File: src/rtl/cd_config_arbiter.sv
// cd_config_arbiter: round-robin sharing of the clock-divider configuration
// bus between the host UART decoder (requester 0) and the switch/panel
// loader (requester 1). Each granted request produces one c_valid strobe,
// then the divider's ready-low / ready-high handshake is tracked and the
// requester gets an ack pulse, or an err pulse on bad address or timeout.
module cd_config_arbiter #(
  parameter int WIDTH_CONFIG_ADDR = 2,
  parameter int WIDTH_CONFIG_DATA = 8,
  parameter int TIMEOUT_CYCLES    = 16
) (
  input  logic                         clk,
  input  logic                         rst,
  input  logic [1:0]                   req,
  input  logic [WIDTH_CONFIG_ADDR-1:0] req0_addr,
  input  logic [WIDTH_CONFIG_DATA-1:0] req0_data,
  input  logic [WIDTH_CONFIG_ADDR-1:0] req1_addr,
  input  logic [WIDTH_CONFIG_DATA-1:0] req1_data,
  output logic [1:0]                   gnt,
  output logic [1:0]                   ack,
  output logic [1:0]                   err,
  output logic                         busy,
  output logic [WIDTH_CONFIG_ADDR-1:0] c_addr,
  output logic [WIDTH_CONFIG_DATA-1:0] c_data,
  output logic                         c_valid,
  input  logic                         c_UART_ready,
  input  logic                         c_VGA_ready
);

  // Timeout counter is at least 8 bits wide, wider if the timeout needs it.
  localparam int CNT_NEED = $clog2(TIMEOUT_CYCLES + 1);
  localparam int CNT_W    = (CNT_NEED < 8) ? 8 : CNT_NEED;

  localparam logic [WIDTH_CONFIG_ADDR-1:0] ADDR_UART = WIDTH_CONFIG_ADDR'(1);
  localparam logic [WIDTH_CONFIG_ADDR-1:0] ADDR_VGA  = WIDTH_CONFIG_ADDR'(2);
  localparam logic [CNT_W-1:0]             CNT_LAST = CNT_W'(TIMEOUT_CYCLES - 1);

  typedef enum logic [2:0] {
    ST_IDLE,
    ST_ISSUE,
    ST_WAIT_LOW,
    ST_WAIT_HIGH,
    ST_DONE,
    ST_ERR
  } state_t;

  state_t                       state_reg, state_next;
  logic                         winner_reg, winner_next;   // 0 = req0, 1 = req1
  logic                         rr_reg, rr_next;           // preferred requester on contention
  logic [WIDTH_CONFIG_ADDR-1:0] c_addr_reg, c_addr_next;
  logic [WIDTH_CONFIG_DATA-1:0] c_data_reg, c_data_next;
  logic [CNT_W-1:0]             cnt_reg, cnt_next;

  logic                         pick;
  logic [WIDTH_CONFIG_ADDR-1:0] pick_addr;
  logic [WIDTH_CONFIG_DATA-1:0] pick_data;
  logic                         pick_addr_ok;
  logic                         target_ready;
  logic                         timed_out;
  logic [1:0]                   winner_onehot;

  // Winner selection: a lone request wins outright, contention goes to rr_reg.
  always_comb begin
    pick = 1'b0;
    case (req)
      2'b01:   pick = 1'b0;
      2'b10:   pick = 1'b1;
      2'b11:   pick = rr_reg;
      default: pick = 1'b0;
    endcase
    pick_addr    = pick ? req1_addr : req0_addr;
    pick_data    = pick ? req1_data : req0_data;
    pick_addr_ok = (pick_addr == ADDR_UART) || (pick_addr == ADDR_VGA);
  end

  // The handshake follows only the ready line of the domain actually written.
  assign target_ready  = (c_addr_reg == ADDR_UART) ? c_UART_ready : c_VGA_ready;
  assign timed_out     = (cnt_reg == CNT_LAST);
  assign winner_onehot = winner_reg ? 2'b10 : 2'b01;

  // Next-state logic; bus address/data are only relatched for a valid write,
  // so they keep showing the last issued values while idle.
  always_comb begin
    state_next  = state_reg;
    winner_next = winner_reg;
    rr_next     = rr_reg;
    c_addr_next = c_addr_reg;
    c_data_next = c_data_reg;
    case (state_reg)
      ST_IDLE: begin
        if (|req) begin
          winner_next = pick;
          rr_next     = ~pick;
          if (pick_addr_ok) begin
            c_addr_next = pick_addr;
            c_data_next = pick_data;
            state_next  = ST_ISSUE;
          end else begin
            state_next  = ST_ERR;
          end
        end
      end
      ST_ISSUE:     state_next = ST_WAIT_LOW;
      ST_WAIT_LOW: begin
        if (!target_ready)  state_next = ST_WAIT_HIGH;
        else if (timed_out) state_next = ST_ERR;
      end
      ST_WAIT_HIGH: begin
        if (target_ready)   state_next = ST_DONE;
        else if (timed_out) state_next = ST_ERR;
      end
      ST_DONE:      state_next = ST_IDLE;
      ST_ERR:       state_next = ST_IDLE;
      default:      state_next = ST_IDLE;
    endcase
  end

  // Timeout counter restarts on every state change and runs only while waiting.
  always_comb begin
    cnt_next = cnt_reg;
    if (state_next != state_reg)
      cnt_next = '0;
    else if ((state_reg == ST_WAIT_LOW) || (state_reg == ST_WAIT_HIGH))
      cnt_next = cnt_reg + CNT_W'(1);
  end

  // State and datapath registers, cleared asynchronously.
  always_ff @(posedge clk or posedge rst) begin
    if (rst) begin
      state_reg  <= ST_IDLE;
      winner_reg <= 1'b0;
      rr_reg     <= 1'b0;
      c_addr_reg <= '0;
      c_data_reg <= '0;
      cnt_reg    <= '0;
    end else begin
      state_reg  <= state_next;
      winner_reg <= winner_next;
      rr_reg     <= rr_next;
      c_addr_reg <= c_addr_next;
      c_data_reg <= c_data_next;
      cnt_reg    <= cnt_next;
    end
  end

  // Outputs are pure decodes of registered state, so they are glitch-free
  // and drop to zero the moment reset is asserted.
  always_comb begin
    gnt     = 2'b00;
    ack     = 2'b00;
    err     = 2'b00;
    busy    = (state_reg != ST_IDLE);
    c_valid = (state_reg == ST_ISSUE);
    c_addr  = c_addr_reg;
    c_data  = c_data_reg;
    case (state_reg)
      ST_ISSUE, ST_WAIT_LOW, ST_WAIT_HIGH: gnt = winner_onehot;
      ST_DONE:                             ack = winner_onehot;
      ST_ERR:                              err = winner_onehot;
      default: ;
    endcase
  end

endmodule
File: config.mk
export PLATFORM = sky130hd
export DESIGN_NAME = cd_config_arbiter
export DESIGN_NICKNAME = d
export VERILOG_FILES = /design/src/rtl/cd_config_arbiter.sv
export SDC_FILE = /design/constraint.sdc
export NUM_CORES = 1
export LEC_CHECK = 0
export BUFFER_PORTS_ARGS = -buffer_cell sky130_fd_sc_hd__buf_2
export CAP_MARGIN = 20
export CORE_ASPECT_RATIO = 0.75
export CORE_MARGIN = 8
export CORE_UTILIZATION = 35
export CTS_CLUSTER_DIAMETER = 80
export DETAILED_ROUTE_END_ITERATION = 6
export SYNTH_ARGS = -nofsm -noshare
export SYNTH_HDL_FRONTEND = slang
export SYNTH_SLANG_ARGS = --single-unit
File: constraint.sdc
create_clock -name clk -period 1.71 [get_ports clk]
set_input_delay 0.342 -clock clk [delete_from_list [all_inputs] [get_ports clk]]
set_output_delay 0.342 -clock clk [all_outputs]
set_load 0.02 [all_outputs]
* Yosys cells after proc, flatten, opt, wreduce, memory -nomap -nowiden *
Index checks and enable logic that the tools add are counted.

storage, ports and cells
  register bits = 23
  input port bits = 26
  output and inout port bits = 18
  logic and storage cells = 45

cells by class
  $add $sub $neg = 1
  equality and inequality tests = 12
  muxes and demuxes = 16
  bitwise gates (word level) = 1
  reductions and logical operators = 9

operators by type and width
  operator               count
  $mux W8                3
  $mux W3                5
  $pmux W3 S4            1
  $mux W2                5
  $add A8 B1 Y8 const B  1
  $eq A8 B4 Y1 const B   1
  $eq A2 B2 Y1 const B   3
  $eq A3 B2 Y1 const B   2
  $eq A3 B3 Y1 const B   2
  $eq A2 B1 Y1 const B   2
  $eq A3 B1 Y1 const B   1
  $logic_not A3 Y1       1
  $ne A3 B3 Y1           1
  $reduce_and A3 Y1      1
  $reduce_bool A3 Y1     1
  $reduce_or A3 Y1       1
  $logic_or A1 B1 Y1     2
  $pmux W1 S2            1
  $reduce_and A2 Y1      1
  $reduce_bool A2 Y1     1
  $reduce_or A2 Y1       1
  $mux W1                1
  $not A1 Y1             1

* Longest topological paths before layout *
Gate-level depths: netlist of run 1.

  depth in word-level cells = 10
  gate-level depth with buffers = 6
  gate-level depth less buffers = 6

* Worst setup path before layout of run 1 *
No wires, ideal clock.

  path kind = reg2reg
  from = register cnt_reg[0]
  to = register cnt_reg[0]
  setup time = 135 ps
  arrival time = 1586 ps
  required time = 1575 ps
  setup slack = -11 ps
  stages on the path, launching flop included = 7
  path buffers = 0
  period minus slack after synthesis = 1721 ps
  cell sequence = dfrtp_1 ha_1 nand4b_1 or4_4 maj3_2 nor2_1 a2111oi_2

between the ends
  cells in the longest elaborated chain, start to end = 6
  elaborated cells between the ends (all ways) = 10
  classes of those cells = add/sub (1); eq/ne (2); mux (6); reduce/logical (1)

RTL lines
  item                                                  line      source
  start, declared                                       51        logic [CNT_W-1:0] cnt_reg, cnt_next;
  start signal, assigned                                141       cnt_reg <= cnt_next;
  $eq A8 B4 Y1                                          77        assign timed_out = (cnt_reg == CNT_LAST);
  $mux W3                                               105, 109
  $mux W3 (on tied branches)                            108, 104
  $pmux W3 S4                                           88        case (state_reg)
  $ne A3 B3 Y1                                          120       if (state_next != state_reg)
  $mux W8 / $reduce_bool A2 Y1 (equally long branches)  n/a

Parallel ways exist; a longest one is shown, timed or not. The select of a mux whose other input is x is not followed.
A chain may end at the register's enable or synchronous reset.

* Worst setup path after layout of run 1 *
  from = register cnt_reg[1]
  to = register cnt_reg[0]

between the ends
  cells in the longest elaborated chain, start to end = 6
  elaborated cells between the ends (all ways) = 8
  classes of those cells = eq/ne (2); mux (5); reduce/logical (1)

RTL lines
  item                                                  line
  $eq A8 B4 Y1 (*)                                      77
  $mux W3 (*)                                           105, 109
  $mux W3 (on tied branches)                            108, 104
  $pmux W3 S4 (*)                                       88
  $ne A3 B3 Y1 (*)                                      120
  $mux W8 / $reduce_bool A2 Y1 (equally long branches)  n/a

Every way passes the cells marked *; elsewhere a longest branch is shown, timed or not.

==> results of run 1 <==
## kinds of logic (layout without fill, tap and decap cells)
| family | count (synthesis) | after routing | synth area share |
|---|---|---|---|
| AO/OA/AOI/OAI | 21 | 21 | 0.09875 |
| XOR/XNOR | 9 | 9 | 0.06040 |
| adder cells (fa/ha/maj) | 2 | 2 | 0.01821 |
| buffers and inverters | 8 | 62 | 0.04026 |
| flip-flops | 23 | 23 | 0.4410 |
| multiplexers | 10 | 10 | 0.07958 |
| AND/OR/NAND/NOR | 56 | 56 | 0.2617 |
## stage by stage
stage	worst slack, ns	TNS (ns)	hold WS (ns)
global placement	0.02183	0	0.3909
global route	-0.1055	-0.7586	0.1461
finish	-0.04976	-0.1458	0.1047
detailed placement	-0.05716	-0.2315	0.3989
floorplan	-0.01090	-0.02107	0.3439
CTS	-0.01585	-0.03006	0.1157
## repair_timing
action | 4_1_cts | 5_1_grt
setup endpoints to repair | 6 | 13
buffers inserted | 2 | 1
pin swaps | 2 | 2
resized for setup | 3 | 4
## worst min-delay path: cells and delay by family
kind,cells,cell delay [ns]
buffers and inverters,3,0.42
## cell usage in the layout (no fill, tap or decap), types with 2 or more instances in the layout
| cell type | count |
|---|---|
| a21oi_1 | 10 |
| a31oi_1 | 2 |
| and3_1 | 2 |
| buf_2 | 43 |
| buf_4 | 9 |
| clkbuf_8 | 3 |
| dfrtp_1 | 22 |
| inv_1 | 4 |
| mux2i_1 | 9 |
| nand2_1 | 8 |
| nand2b_1 | 3 |
| nand3_1 | 3 |
| nand4_1 | 2 |
| nor2_1 | 22 |
| nor2_2 | 2 |
| nor3_1 | 3 |
| nor3_4 | 4 |
| o21ai_0 | 3 |
| xnor2_1 | 4 |
| xor2_1 | 5 |
## where the power goes
| part | switching, uW | internal [uW] | leakage (uW) | total, uW |
|---|---|---|---|---|
| Clock | 170 | 166 | 0.0000228 | 336 |
| Combinational | 901 | 631 | 0.000517 | 1530 |
| Sequential | 157 | 736 | 0.000283 | 893 |
| Total | 1230 | 1530 | 0.000822 | 2760 |
## path summary, 6_finish.rpt
check                      slack [ns]      endpoint  depth (start not counted)
min in group clk                 0.37     c_data[1]                          3
max in group asynchronous        1.36  state_reg[2]                          3
min reg2reg                      0.51        rr_reg                          1
min                              0.10     c_data[1]                          3
max                             -0.05    cnt_reg[0]                          6
max reg2reg                     -0.05    cnt_reg[0]                          6
## per-layer routing
| metal | vias up | wire length, um | global-route usage |
|---|---|---|---|
| li1 | 554 | - | - |
| met1 | 513 | 1364 | 0.1213 |
| met2 | 38 | 1569 | 0.2023 |
| met3 | 2 | 274 | 0.04379 |
| met4 | 0 | 17 | 0.04060 |
| met5 | - | 0 | 0 |
## final cells by class
type                    count  area share
inverters                   4    0.008759
well taps                  52     0.03796
multi-input cells          98      0.4073
repair buffers             54      0.1832
clock buffers               4     0.02628
flip-flops and latches     23      0.3365
==> impl_metrics.env, run 1 <==
export IMPL_p_leak_uw=0.0008219
export IMPL_finalWorstSetupSlack_ns=-0.04976
export IMPL_tritoncts="done"
export IMPL_path_delay_family="simple AND/OR/NAND/NOR gates"
export IMPL_yosys_top_cells_area="dfrtp_1 (44%), mux2i_1 (6.9%), nor2_1 (6.9%), nor3_4 (5.0%), a21oi_1 (3.8%)"
export IMPL_nets=211
export IMPL_synthCells=129
export IMPL_die_area_mm2=0.005959
export IMPL_cts_inserted_buffers=3
export IMPL_crit_type="register to register"
export IMPL_overflow=0
export IMPL_synth_commonest_cells="nor2_1 (24), dfrtp_1 (23), a21oi_1 (10)"
export IMPL_area_growth_syn_to_layout_pct=31.35
export IMPL_grt_pass1_vias=1181
export IMPL_start_util=0.3611
export IMPL_run_status="complete, but fails checks"
export IMPL_dp_cells=228
export IMPL_io_buffers=43
export IMPL_synth_top_area_share=0.4410
export IMPL_row_count=19
export IMPL_regArea_um2=576.8
export IMPL_rr_startpoint="cnt_reg[1]"
export IMPL_synth_cell_types=34
export IMPL_drt_pass1_iterations=4
export IMPL_async_reset_ff_frac=1.000
export IMPL_critical_path_buf_inv_count=0
export IMPL_crit_fanout=4
export IMPL_cts_hold_buf=0
export IMPL_power_density_mw_per_mm2=1611
export IMPL_synth_main_ff_cell="dfrtp_1"
export IMPL_finalPower_uw=2762
export IMPL_ys_seq_area_frac=0.4410
export IMPL_synth_seq_cells=23
export IMPL_clock_skew_ns=0.007409
export IMPL_placed_cell_area_mm2=0.001620
export IMPL_max_stage_delay_ns=0.46
export IMPL_die_y_um=68.88
export IMPL_worstMarginPinSlew_ns=0.5386
export IMPL_synth_area_leader_cell="dfrtp_1"
export IMPL_yosys_warnings=0
export IMPL_place_hpwl_um=2480
export IMPL_antennaDiodeCount=0
export IMPL_violations="negative setup slack"
export IMPL_period_share=1.029
export IMPL_worstSetupStartpoint="cnt_reg[1]"
export IMPL_antenna_found_initial=0
export IMPL_routed_wl_um=3225
export IMPL_synth_edf_count=0
export IMPL_clkSinkCount=23
export IMPL_drt_iter0_markers=52
export IMPL_grt_start_max_net_pins=24
export IMPL_relSlewSlack=0.6400
export IMPL_worstSetupStartpointType="register"
export IMPL_min_path_type="input port to async pin"
export IMPL_root_buffer="clkbuf_8"
export IMPL_ant_nets=0
export IMPL_coreArea_mm2=0.003613
export IMPL_fill_cells=371
export IMPL_rsz0062_at_grt="true"
export IMPL_cap_violations=0
export IMPL_route_detailed_drc=0
export IMPL_syn_area_mm2=0.001305
export IMPL_endpoint_kind="register"
export IMPL_die_w_um=86.51
export IMPL_pin_count=44
export IMPL_slew_viol_final=0
export IMPL_via_per_inst=4.711
export IMPL_syn_num_nets=156
export IMPL_drive_gt1_frac=0.4098
export IMPL_avgSynthCellArea_um2=10.12
export IMPL_post_route_util=0.4744
export IMPL_dr_total_vias=1107
export IMPL_fmax_mhz=568.3
export IMPL_post_route_min_period_ns=1.760
export IMPL_routabilityCongestion=0.8577
export IMPL_multi_input_area_um2=698.2
export IMPL_clock_latency_ns=0.26
export IMPL_final_cell_count_no_fill=235
export IMPL_max_vdd_ir_drop_v=0.0006685
export IMPL_crit_chain="ha_2 -> nand4b_1 -> or4_4 -> maj3_2 -> nor2_2 -> a2111oi_2"
export IMPL_grt_first_pass_wirelength_um=5313
export IMPL_grt_usage=0.1130
export IMPL_required_ns=1.85
export IMPL_setup_viol=6
export IMPL_yosysMostFrequentCell="nor2_1"
export IMPL_wire_per_inst_um=13.72
export IMPL_path_clk_slew_ns=0.08
export IMPL_htree_levels=1
export IMPL_arrival_ns=1.90
export IMPL_slowest_stage="or4_4"
export IMPL_hold_viol=0
export IMPL_design_area_mm2=0.001714
export IMPL_clock_path_buffers=2
(Power assumes the default switching activity.)
==> run 2: changes to the inputs <==
--- a/config.mk
+++ b/config.mk
@@ -9,9 +9,10 @@
 export CAP_MARGIN = 20
 export CORE_ASPECT_RATIO = 0.75
 export CORE_MARGIN = 8
-export CORE_UTILIZATION = 35
+export CORE_UTILIZATION = 49
 export CTS_CLUSTER_DIAMETER = 80
 export DETAILED_ROUTE_END_ITERATION = 6
+export PLACE_DENSITY = 0.78
 export SYNTH_ARGS = -nofsm -noshare
 export SYNTH_HDL_FRONTEND = slang
 export SYNTH_SLANG_ARGS = --single-unit
==> constraint.sdc (replaced) <==
create_clock -name clk -period 1.7 [get_ports clk]
set_input_delay 0.34 -clock clk [delete_from_list [all_inputs] [get_ports clk]]
set_output_delay 0.34 -clock clk [all_outputs]
set_load 0.02 [all_outputs]
==> run 2 against run 1 <==
  * Final cell count down 3.8%
  * Cell area up 3.4%
  * Highest routed layer unchanged
  * Register-to-register slack better by 0.02 ns
  * Wire length up 9.1%
  * Non-clock buffer count up 7
  * Flip-flop and latch count unchanged
  * Power up 5.7%
  * Die area down 23%
  * Sequential power down 0.9%
  * The run still ends with negative setup slack left
  * Fmax up 1.6%
  * Worst setup slack better by 0.017 ns
  * Global-route usage up 3.7 points
==> impl_metrics.env, run 2 (synthesis results as in run 1) <==
export IMPL_run_status="complete, but fails checks"
export IMPL_violations="negative setup slack"
export IMPL_hold_viol=0
export IMPL_coreArea_mm2=0.002562
export IMPL_grt_start_max_net_pins=24
export IMPL_endpoint_kind="register"
export IMPL_clock_latency_ns=0.31
export IMPL_finalWorstSetupSlack_ns=-0.03261
export IMPL_worstSetupStartpointType="register"
export IMPL_dr_total_vias=1177
export IMPL_routabilityCongestion=0.8101
export IMPL_drt_iter0_markers=36
export IMPL_die_y_um=60.70
export IMPL_path_delay_family="simple AND/OR/NAND/NOR gates"
export IMPL_rr_startpoint="cnt_reg[0]"
export IMPL_overflow=0
export IMPL_regArea_um2=576.8
export IMPL_crit_chain="ha_2 -> nand4b_1 -> or4_4 -> maj3_2 -> a21o_1"
export IMPL_hold_ws_ns=0.04243
export IMPL_max_vdd_ir_drop_v=0.001005
export IMPL_wire_per_inst_um=15.58
export IMPL_dp_slack_ns=-0.03423
export IMPL_cts_inserted_buffers=3
export IMPL_grt_usage=0.1500
export IMPL_pin_count=44
export IMPL_min_path_type="input port to async pin"
export IMPL_die_w_um=75.59
export IMPL_crit_type="register to register"
export IMPL_place_hpwl_um=2434
export IMPL_drive_gt1_frac=0.4579
export IMPL_routed_wl_um=3520
export IMPL_p_leak_uw=0.0008564
export IMPL_clock_path_buffers=2
export IMPL_route_detailed_drc=0
export IMPL_htree_levels=1
export IMPL_setup_viol=2
export IMPL_relSlewSlack=0.6738
export IMPL_io_buffers=43
export IMPL_worstMarginPinSlew_ns=0.4881
export IMPL_fmax_mhz=577.2
export IMPL_root_buffer="clkbuf_4"
export IMPL_arrival_ns=1.95
export IMPL_ant_nets=0
export IMPL_multi_input_area_um2=721.9
export IMPL_layout_common_cells="buf_2 (39), dfrtp_1 (22), nor2_1 (20), buf_4 (14), a21oi_1 (10)"
export IMPL_cap_violations=0
export IMPL_cts_hold_buf=0
export IMPL_period_share=1.019
export IMPL_area_growth_syn_to_layout_pct=35.76
export IMPL_clkSinkCount=23
export IMPL_final_common_cell="buf_2"
export IMPL_post_route_min_period_ns=1.733
export IMPL_slew_viol_final=0
export IMPL_drt_pass1_iterations=4
export IMPL_power_density_mw_per_mm2=1648
export IMPL_row_count=16
export IMPL_critical_path_buf_inv_count=0
export IMPL_nets=218
export IMPL_grt_pass1_vias=1154
export IMPL_start_util=0.5093
export IMPL_rsz0062_at_grt="true"
export IMPL_antennaDiodeCount=0
export IMPL_slowest_stage="or4_4"
export IMPL_die_area_mm2=0.004588
export IMPL_max_stage_delay_ns=0.46
export IMPL_crit_fanout=4
export IMPL_required_ns=1.92
export IMPL_fill_cells=207
export IMPL_post_route_util=0.6914
export IMPL_antenna_found_initial=0
export IMPL_via_per_inst=5.208
export IMPL_path_clk_slew_ns=0.12
export IMPL_tritoncts="done"
export IMPL_worstSetupStartpoint="cnt_reg[0]"
export IMPL_clock_skew_ns=0.002817
export IMPL_grt_first_pass_wirelength_um=5147
-- run 2: final timing paths --
check                                    end  slack, ns  cells past startpoint
worst min-delay path              cnt_reg[3]       0.04                      3
worst max register to register  state_reg[1]      -0.03                      5
worst min register to register        rr_reg       0.49                      1
min in group clk                   c_data[2]       0.31                      3
max in group asynchronous       state_reg[2]       1.41                      3
worst max-delay path            state_reg[1]      -0.03                      5
-- run 2: per-stage QoR --
stage / instance area, um2 / power, uW / setup TNS [ns] / std cells
detailed placement: 1603 / 2327 / -0.1043 / 214
CTS: 1645 / 2629 / -0.1022 / 219
global placement: 1603 / 2275 / 0 / 214
global route: 1772 / 3118 / -0.9578 / 226
finish: 1772 / 2920 / -0.04674 / 226
floorplan: 1305 / 1906 / -0.04107 / 129
-- run 2: power by group --
group | switching, uW | internal (uW)
Combinational | 997 | 784
Clock | 162 | 91.8
Sequential | 146 | 739
-- run 2: routing by layer --
metal | share of wire | vias up | GRT usage
met5 | 0 | - | 0
met4 | 0.013 | 0 | 0.04905
met2 | 0.51 | 47 | 0.2577
met3 | 0.049 | 6 | 0.04950
met1 | 0.43 | 554 | 0.1719
li1 | - | 570 | -
-- run 2: area by class of cell --
cell class                 count  share of cell area
clock buffer                   4             0.01483
tap                           36             0.02542
sequential                    23              0.3256
timing repair buffer          61              0.2182
inverter                       4            0.008475
multi-input combinational     98              0.4075
-- run 2: repair_timing --
item,CTS,global route
buffers inserted,1,5
endpoints found under the setup margin,10,20
cloned,0,2
resized for setup,3,22
pin swaps,2,3
-- run 2: worst reg2reg max path: stages, from the launching register on --
cell      delay (ns)
dfrtp_1         0.37
ha_2            0.18
nand4b_1        0.09
or4_4           0.46
maj3_2          0.35
a21o_1          0.19
==> run 3: changes to the inputs <==
--- a/config.mk
+++ b/config.mk
@@ -13,6 +13,7 @@
 export CTS_CLUSTER_DIAMETER = 80
 export DETAILED_ROUTE_END_ITERATION = 6
 export PLACE_DENSITY = 0.78
+export RECOVER_POWER = 50
 export SYNTH_ARGS = -nofsm -noshare
 export SYNTH_HDL_FRONTEND = slang
 export SYNTH_SLANG_ARGS = --single-unit
==> run 3 against run 2 <==
  * The flow still finishes with violations (negative setup slack)
  * Die area unchanged
  * Critical path depth unchanged
  * Power down 0.13%
  * Combinational power about the same
  * Sequential share of layout area up 0.069 points
  * Via count down 1.0%
  * Cell area down 0.21%
  * Highest routed layer unchanged
  * Hold slack better by 0.27 ns
  * Largest power group unchanged
  * Final cell count unchanged
  * Fmax up 0.11%
==> impl_metrics.env, run 3 (synthesis results as in run 1) <==
export IMPL_endpoint_kind="register"
export IMPL_grt_usage=0.1500
export IMPL_placed_cell_area_mm2=0.001603
export IMPL_routed_wl_um=3515
export IMPL_die_y_um=60.70
export IMPL_wl_met3_um=160
export IMPL_row_count=16
export IMPL_worstSetupStartpoint="cnt_reg[0]"
export IMPL_routabilityCongestion=0.8101
export IMPL_max_stage_delay_ns=0.46
export IMPL_ant_nets=0
export IMPL_worstSetupStartpointType="register"
export IMPL_run_status="complete, but fails checks"
export IMPL_via_per_inst=5.155
export IMPL_final_common_cell="buf_2"
export IMPL_route_detailed_drc=0
export IMPL_overflow=0
export IMPL_path_delay_family="simple AND/OR/NAND/NOR gates"
export IMPL_htree_levels=1
export IMPL_finalWorstSetupSlack_ns=-0.03075
export IMPL_rsz0062_at_grt="true"
export IMPL_slew_viol_final=0
export IMPL_r2r_end="state_reg[1]"
export IMPL_die_area_mm2=0.004588
export IMPL_nets=218
export IMPL_critical_path_buf_inv_count=0
export IMPL_grt_pass1_vias=1154
export IMPL_p_leak_uw=0.0008528
export IMPL_min_path_type="input port to register"
export IMPL_reg2reg_depth=5
export IMPL_relSlewSlack=0.1615
export IMPL_crit_type="register to register"
export IMPL_design_area_mm2=0.001768
export IMPL_worst_path_stages=5
export IMPL_max_vdd_ir_drop_v=0.001004
export IMPL_finalPower_uw=2917
export IMPL_met1Wirelength_um=1499
export IMPL_root_buffer="clkbuf_4"
export IMPL_period_share=1.018
export IMPL_r2r_setup_slack_ns=-0.03
export IMPL_path_clk_slew_ns=0.12
export IMPL_coreArea_mm2=0.002562
export IMPL_crit_chain="ha_2 -> nand4b_1 -> or4_4 -> maj3_2 -> a21o_1"
export IMPL_layout_common_cells="buf_2 (39), dfrtp_1 (22), nor2_1 (20), buf_4 (13), a21oi_1 (10)"
export IMPL_slowest_stage="or4_4"
export IMPL_clock_skew_ns=0.003411
export IMPL_clock_path_buffers=2
export IMPL_worstMarginPinSlew_ns=1.258
export IMPL_cts_hold_buf=0
export IMPL_area_growth_syn_to_layout_pct=35.47
export IMPL_pin_count=44
export IMPL_power_density_mw_per_mm2=1650
export IMPL_io_buffers=43
export IMPL_fmax_mhz=577.8
export IMPL_clkSinkCount=23
export IMPL_antennaDiodeCount=0
export IMPL_drt_iter0_markers=41
export IMPL_die_w_um=75.59
export IMPL_final_cell_count_no_fill=226
export IMPL_rr_startpoint="cnt_reg[0]"
export IMPL_tritoncts="done"
export IMPL_grt_start_max_net_pins=24
export IMPL_start_util=0.5093
export IMPL_wire_per_inst_um=15.55
export IMPL_drt_pass1_iterations=4
export IMPL_arrival_ns=1.95
export IMPL_crit_fanout=4
export IMPL_post_route_min_period_ns=1.731
export IMPL_clock_latency_ns=0.31
export IMPL_dp_cells=214
export IMPL_wl_met2_um=1811
export IMPL_required_ns=1.92
export IMPL_violations="negative setup slack"
export IMPL_drive_gt1_frac=0.4526
export IMPL_cp_endpoint="state_reg[1]"
export IMPL_place_hpwl_um=2434
export IMPL_cap_violations=0
export IMPL_grt_first_pass_wirelength_um=5147
export IMPL_setup_viol=2
export IMPL_cts_inserted_buffers=3
export IMPL_highest_layer="met4"
export IMPL_antenna_found_initial=0
export IMPL_hold_viol=0
export IMPL_dr_total_vias=1165
run 3: report_power, final:
| group | switching [uW] | internal [uW] |
|---|---|---|
| clock network | 161 | 91.8 |
| registers | 146 | 739 |
| logic | 995 | 782 |
run 3: per-layer routing:
metal  up-vias  track usage
met5         -            0
met4         0      0.04905
met3         6      0.04950
met2        37       0.2577
met1       552       0.1719
li1        570            -
run 3: layout make-up:
type / instances / area (um2)
tap: 36 / 45.04
clock buffer: 4 / 26.28
fill: 209 / 794.5
timing repair buffer: 61 / 382.9
inverter: 4 / 15.01
multi-input combinational: 98 / 721.9
sequential: 23 / 576.8
run 3: worst min path at each step:
stage	slack, ns	to	cells after the start	startpoint
floorplan	0.34	c_addr[0]	1	rst
global placement	0.39	cnt_reg[4]	3	rst
detailed placement	0.39	c_data[3]	3	rst
CTS	0.04	c_data[2]	3	rst
global route	0.31	c_data[4]	3	req1_data[4]
finish	0.32	c_data[2]	3	req1_data[2]
run 3: repair_timing:
item,in CTS,in global routing
buffers inserted,1,5
cloned,0,2
endpoints found under the setup margin,10,20
pin swaps,2,3
resized for setup,3,22
run 3: per-stage QoR:
| stage | worst slack (ns) | util | hold slack [ns] | setup TNS (ns) |
|---|---|---|---|---|
| global placement | 0.03115 | 0.6255 | 0.3925 | 0 |
| finish | -0.03075 | 0.6899 | 0.3150 | -0.04284 |
| global route | -0.1169 | 0.6899 | 0.3145 | -0.9578 |
| detailed placement | -0.03423 | 0.6255 | 0.3923 | -0.1043 |
| CTS | -0.04635 | 0.6421 | 0.04049 | -0.1022 |
| floorplan | -0.02090 | - | 0.3419 | -0.04107 |
run 3: worst register-to-register path: stages, from the launching register on:
cell      delay, ns
dfrtp_1        0.37
ha_2           0.18
nand4b_1       0.09
or4_4          0.46
maj3_2         0.35
a21o_1         0.19
